`src/rtl/count_seq_ctrl_if.sv`:
```
// Host configuration channel for count_seq_ctrl: valid/ready handshake carrying
// the load value, terminal limit and one-shot/auto-reload mode.
interface count_seq_ctrl_if #(
   parameter int WIDTH = 8
);
   logic             cfg_valid;
   logic             cfg_ready;
   logic [WIDTH-1:0] cfg_load;
   logic [WIDTH-1:0] cfg_limit;
   logic             cfg_mode;

   modport master (
      output cfg_valid, cfg_load, cfg_limit, cfg_mode,
      input  cfg_ready
   );

   modport slave (
      input  cfg_valid, cfg_load, cfg_limit, cfg_mode,
      output cfg_ready
   );
endinterface

```
`src/rtl/count_seq_ctrl.sv`:
```
// Sequencer for the up-counter datapath: config latch, run/pause, one-shot/auto-reload.
// Optional prescaler on the RUN advance is enabled by defining COUNT_PRESCALE_EN.
//
// state    | meaning
// ---------+-------------------------------------------------------------
// S_IDLE   | after reset, nothing programmed, config accepted
// S_LOADED | config latched, count = load, waiting for start
// S_RUN    | counting toward limit
// S_PAUSE  | stopped from RUN, count and prescaler phase held
// S_DONE   | one-shot reached limit, count held, config or restart accepted
module count_seq_ctrl #(
   parameter int WIDTH   = 8,
   parameter int PRESC_W = 4
) (
   input  logic               clk,
   input  logic               reset,
   count_seq_ctrl_if.slave    cfg,
   input  logic               start,
   input  logic               stop,
   output logic [WIDTH-1:0]   count,
   output logic               busy,
   output logic               done
`ifdef COUNT_PRESCALE_EN
   ,input logic [PRESC_W-1:0] presc_div
`endif
);

   typedef enum logic [2:0] {
      S_IDLE,
      S_LOADED,
      S_RUN,
      S_PAUSE,
      S_DONE
   } state_t;

   state_t             state;
   logic [WIDTH-1:0]   load_r;
   logic [WIDTH-1:0]   limit_r;
   logic               mode_r;
   logic [PRESC_W-1:0] div_q;
   logic [PRESC_W-1:0] presc_lim;
   logic               cfg_acc;
   logic               presc_tick;

   // Without the prescaler the divider is tied to a zero limit, so it ticks every cycle.
`ifdef COUNT_PRESCALE_EN
   assign presc_lim = presc_div;
`else
   assign presc_lim = '0;
`endif

   assign cfg.cfg_ready = (state == S_IDLE) || (state == S_LOADED) || (state == S_DONE);
   assign cfg_acc       = cfg.cfg_valid && cfg.cfg_ready;
   assign presc_tick    = (div_q == presc_lim);

   always_ff @(posedge clk) begin
      if (reset) begin
         state   <= S_IDLE;
         count   <= '0;
         busy    <= 1'b0;
         done    <= 1'b0;
         load_r  <= '0;
         limit_r <= '0;
         mode_r  <= 1'b0;
         div_q   <= '0;
      end else begin
         done <= 1'b0;
         if (cfg_acc) begin
            load_r  <= cfg.cfg_load;
            limit_r <= cfg.cfg_limit;
            mode_r  <= cfg.cfg_mode;
            count   <= cfg.cfg_load;
            div_q   <= '0;
            state   <= S_LOADED;
            busy    <= 1'b0;
         end else begin
            case (state)
               S_LOADED: begin
                  if (start) begin
                     state <= S_RUN;
                     busy  <= 1'b1;
                     div_q <= '0;
                  end
               end
               S_DONE: begin
                  if (start) begin
                     count <= load_r;
                     state <= S_RUN;
                     busy  <= 1'b1;
                     div_q <= '0;
                  end
               end
               S_RUN: begin
                  if (stop) begin
                     state <= S_PAUSE;
                     busy  <= 1'b0;
                  end else begin
                     div_q <= presc_tick ? '0 : div_q + 1'b1;
                     if (presc_tick) begin
                        if (count == limit_r) begin
                           done <= 1'b1;
                           if (mode_r) begin
                              count <= load_r;
                           end else begin
                              state <= S_DONE;
                              busy  <= 1'b0;
                           end
                        end else begin
                           count <= count + 1'b1;
                        end
                     end
                  end
               end
               S_PAUSE: begin
                  if (start && !stop) begin
                     state <= S_RUN;
                     busy  <= 1'b1;
                  end
               end
               default: ;
            endcase
         end
      end
   end

endmodule

```
`src/flat_wrapper.sv`:
```
// flat-port wrapper written by rule: the top's interface ports become plain ports
module count_seq_ctrl_flat 
#(
   parameter int WIDTH   = 8,
   parameter int PRESC_W = 4
)
  (clk, reset, start, stop, count, busy, done, cfg_cfg_valid, cfg_cfg_load, cfg_cfg_limit, cfg_cfg_mode, cfg_cfg_ready);
  count_seq_ctrl_if #(.WIDTH(WIDTH)) cfg_i ();
  input  logic clk;
  input  logic reset;
  input  logic start;
  input  logic stop;
  output logic [WIDTH-1:0] count;
  output logic busy;
  output logic done;
  input wire logic [$bits(cfg_i.cfg_valid)-1:0] cfg_cfg_valid;
  input wire logic [$bits(cfg_i.cfg_load)-1:0] cfg_cfg_load;
  input wire logic [$bits(cfg_i.cfg_limit)-1:0] cfg_cfg_limit;
  input wire logic [$bits(cfg_i.cfg_mode)-1:0] cfg_cfg_mode;
  output wire logic [$bits(cfg_i.cfg_ready)-1:0] cfg_cfg_ready;
  assign cfg_i.cfg_valid = cfg_cfg_valid;
  assign cfg_i.cfg_load = cfg_cfg_load;
  assign cfg_i.cfg_limit = cfg_cfg_limit;
  assign cfg_i.cfg_mode = cfg_cfg_mode;
  assign cfg_cfg_ready = cfg_i.cfg_ready;
  count_seq_ctrl #(.WIDTH(WIDTH), .PRESC_W(PRESC_W)) u_core (.clk(clk), .reset(reset), .cfg(cfg_i), .start(start), .stop(stop), .count(count), .busy(busy), .done(done));
endmodule
```
`config.mk`:
```
export PLATFORM = sky130hd
export DESIGN_NAME = count_seq_ctrl_flat
export DESIGN_NICKNAME = d
export VERILOG_FILES = /design/src/rtl/count_seq_ctrl_if.sv /design/src/rtl/count_seq_ctrl.sv /design/src/flat_wrapper.sv
export SDC_FILE = /design/constraint.sdc
export NUM_CORES = 1
export LEC_CHECK = 0
export ABC_AREA = 0
export ABC_CLOCK_PERIOD_IN_PS = 2300
export CORE_ASPECT_RATIO = 1.5
export CORE_MARGIN = 2
export CORE_UTILIZATION = 40
export CTS_CLUSTER_DIAMETER = 50
export DETAILED_ROUTE_END_ITERATION = 7
export PLACE_DENSITY = 0.74
export REMOVE_ABC_BUFFERS = 1
export SLEW_MARGIN = 20
export SYNTH_ARGS = -nofsm -noshare
export SYNTH_HDL_FRONTEND = slang
export SYNTH_SLANG_ARGS = --single-unit
```
`constraint.sdc`:
```
create_clock -name clk -period 2.3 [get_ports clk]
set_input_delay 0.46 -clock clk [delete_from_list [all_inputs] [get_ports clk]]
set_output_delay 0.46 -clock clk [all_outputs]
set_load 0.02 [all_outputs]
```
==> flow_metrics.py <==
metrics = {
    "routing": {
        "drtAntennaViolNets": 0,
        "vias": 1602,
        "wl_per_cell_um": 14.7,
        "drt_pass1_iterations": 4,
        "drc": 0,
        "vias_per_cell": 5.41,
        "first_iter_violations": 89,
        "wirelength_um": 4360,
    },
    "cts": {
        "ctsResizeCount": 0,
        "clkLatencyLatePin_ns": 0.29,
        "path_clk_slew_ns": 0.07,
        "cts_hold_buf": 0,
        "htree_levels": 2,
        "numClockSinks": 34,
        "cts_buffers": 5,
        "clock_tree.buffer_depth": 2,
        "cts_tree": "built",
        "cts-root-buf": "clkbuf_8",
        "post_cts_buffers": 0,
    },
    "setup_path": {
        "crit_cells": 2,
        "end_kind": "output pin",
        "crit_slowest_cell": "clkdlybuf4s50_1",
        "reg2reg_depth": 7,
        "path_cells": "a21oi_4 > clkdlybuf4s50_1",
        "path_buf_inv": 1,
        "crit_required_ns": 1.84,
        "cp_max_fo": 11,
        "crit_arrival_ns": 1.64,
        "startpoint_type": "flop",
        "crit_type": "flop to output pin",
        "slowest_delay_ns": 0.64,
        "path_delay_family": "buffers and inverters",
    },
    "pwr": {
        "vdd_drop_max_v": 0.000258,
        "clkPwrFrac_pct": 30.2,
        "total_power_w": 0.00141,
        "pwr-share-seq_pct": 46.7,
        "leakage_nw": 0.912,
        "swShare_pct": 29.6,
        "p_int_w": 0.000993,
        "p_switching_w": 0.000418,
        "power_density_nw_per_um2": 605,
        "comb_power_share_pct": 23.1,
    },
    "placement": {
        "dp.cells": 289,
        "gp_congestion": 0.873,
        "dp_hpwl_um": 3240,
        "io_buffers": 32,
    },
    "min_path": {
        "worstHoldPathCells": 2,
        "hold_path.class": "flop to flop",
    },
    "global_route": {
        "grt_max_degree": 25,
        "grt.overflow.total": 0,
        "grt_pass1_wl_um": 7250,
        "grt_pass1_vias": 1579,
        "antenna_found_initial": 0,
        "grt_use_total_pct": 18.5,
    },
    "synthesis": {
        "seq_area_frac_synth_pct": 36.9,
        "syn_inst": 207,
        "ys.warnings.count": 0,
        "synth-seq-cells": 34,
        "avgSynthCellArea_um2": 8.92,
        "ys_types": 46,
        "synth_area_um2": 1850,
    },
    "finish": {
        "multi_input_area_um2": 1060,
        "nNetsFinal": 273,
        "nFillCells": 410,
        "layoutNonFillerInstCount": 296,
        "layout_common_cells": "nand2_1 (43), dfxtp_1 (34), clkdlybuf4s50_1 (32)",
        "area_growth_pct": 26.3,
        "final_util_pct": 52.2,
        "ff_latch_area_um2": 681,
        "antennaDiodeCount": 0,
        "layout.cells.most_common": "nand2_1",
        "layout-drive-gt1-share_pct": 17.3,
    },
    "floorplanning": {
        "top_level_ports": 33,
        "die_area_um2": 5190,
        "die_h_um": 87.2,
        "num_rows": 30,
        "placeableCoreArea_um2": 4470,
        "initial_core_util_pct": 41.3,
        "die-width_um": 59.5,
    },
    "sta": {
        "rsz0062_at_grt": "false",
        "slew_violations": 0,
        "holdWs_ns": 0.461,
        "slew-limit-headroom_pct": 69.6,
        "tightestPinTransition_ns": 0.456,
        "fmax_ghz": 0.477,
        "hold_viol": 0,
        "fin_setup_tns_ns": 0,
        "period_share_pct": 91.2,
        "finalClockSkew_ns": 0.00550,
        "setup_violations": 0,
        "layout_min_cycle_time_ns": 2.10,
    },
    "outcome": {
        "status": "finished clean",
    },
    "flow_run": {
        "cap_viol_max_count": 0,
    },
}
state kept, by name (all words and copies together) (netlist names):
signal / flops
u_core.count: 8
u_core.limit_r: 8
u_core.load_r: 8
u_core.div_q: 4
u_core.state: 3
u_core.busy: 1
u_core.done: 1
u_core.mode_r: 1
through the flow:
stage,area (µm²),setup WS [ns]
2_1_floorplan,1770,0.294
3_3_place_gp,2250,-0.0288
3_5_place_dp,2250,-0.0562
4_1_cts,2330,0.194
5_1_grt,2330,0.146
6_report,2330,0.202
kinds of logic (layout without fill, tap and decap cells):
logic type      count (synthesis)  in the layout  synth area share (%)
simple gates                   78             78                  22.5
compound gates                 50             50                  20.8
flops                          34             34                  36.9
buf+inv                        18             59                  5.56
xor+xnor                       17             17                  8.06
mux                             7              7                  4.20
fa+ha+maj                       3              3                  2.03
Yosys cell counts (all sizes together):
library cell  instances  share of area [%]
o21ai                 4                1.7
nand4                 1               0.34
a211o                 1               0.47
a22o                  1               0.47
nor3b                 3                1.5
mux2i                 1               0.54
a21oi                28                8.4
nand3                 6                1.6
or3b                  1               0.47
o221a                 2                1.2
or4b                  1               0.75
xnor2                 4                1.9
nand2b                1               0.34
nor4                  3                2.2
a311oi                6                4.9
a211oi                1               0.41
o31ai                 1               0.41
buf                   8                3.5
inv                   6                1.2
dfxtp                34                 37
clkbuf                4               0.81
nand4b                1                1.3
a21o                  1               0.41
nand2                43                8.7
a21boi                1                1.0
a31oi                 3                1.0
and2                  4                1.5
xor2                 13                6.2
nand3b                1               0.41
and3                  2               0.68
or4                   1               0.41
mux2                  6                3.7
ha                    3                2.0
o211ai                1               0.41
nor2                  8                1.6
nor2b                 2               0.68
worst paths after layout:
path / endpoint / slack [ns] / start
worst min-delay path: u_core.load_r[7] / 0.46 / u_core.load_r[7]
worst min register to register: u_core.load_r[7] / 0.46 / u_core.load_r[7]
worst max register to register: u_core.count[1] / 0.25 / u_core.div_q[0]
worst max-delay path: cfg_cfg_ready / 0.20 / u_core.state[2]
area by class of cell:
cell class	count	share of cell area [%]
Multi-Input combinational cell	155	45.6
Clock buffer	6	3.11
Timing Repair Buffer	46	18.2
Clock inverter	1	0.322
Inverter	6	0.966
Tap cell	48	2.58
Sequential cell	34	29.2
per-layer routing:
| metal | vias to the layer above | routed length (µm) | track usage, % |
|---|---|---|---|
| met5 | - | 0 | 0 |
| met4 | 0 | 89 | 8.06 |
| met3 | 9 | 151 | 4.01 |
| met2 | 37 | 2410 | 33.0 |
| met1 | 754 | 1700 | 20.4 |
| li1 | 802 | - | - |
power groups by stage:
stage / Sequential (W) / Clock [W] / Combinational (W)
after floorplan: 0.000688 / 0 / 0.000165
final: 0.000659 / 0.000426 / 0.000326
after CTS: 0.000659 / 0.000435 / 0.000329
after global routing: 0.000663 / 0.000450 / 0.000358
after global placement: 0.000672 / 0 / 0.000322
after detailed placement: 0.000673 / 0 / 0.000327
worst min-delay path, cell delays in order, from the launching register on:
cell and delay [ns]:
dfxtp_1 0.30, nand2_1 0.06, a21oi_1 0.06
No activity file was read; power rests on OpenSTA's default activity.
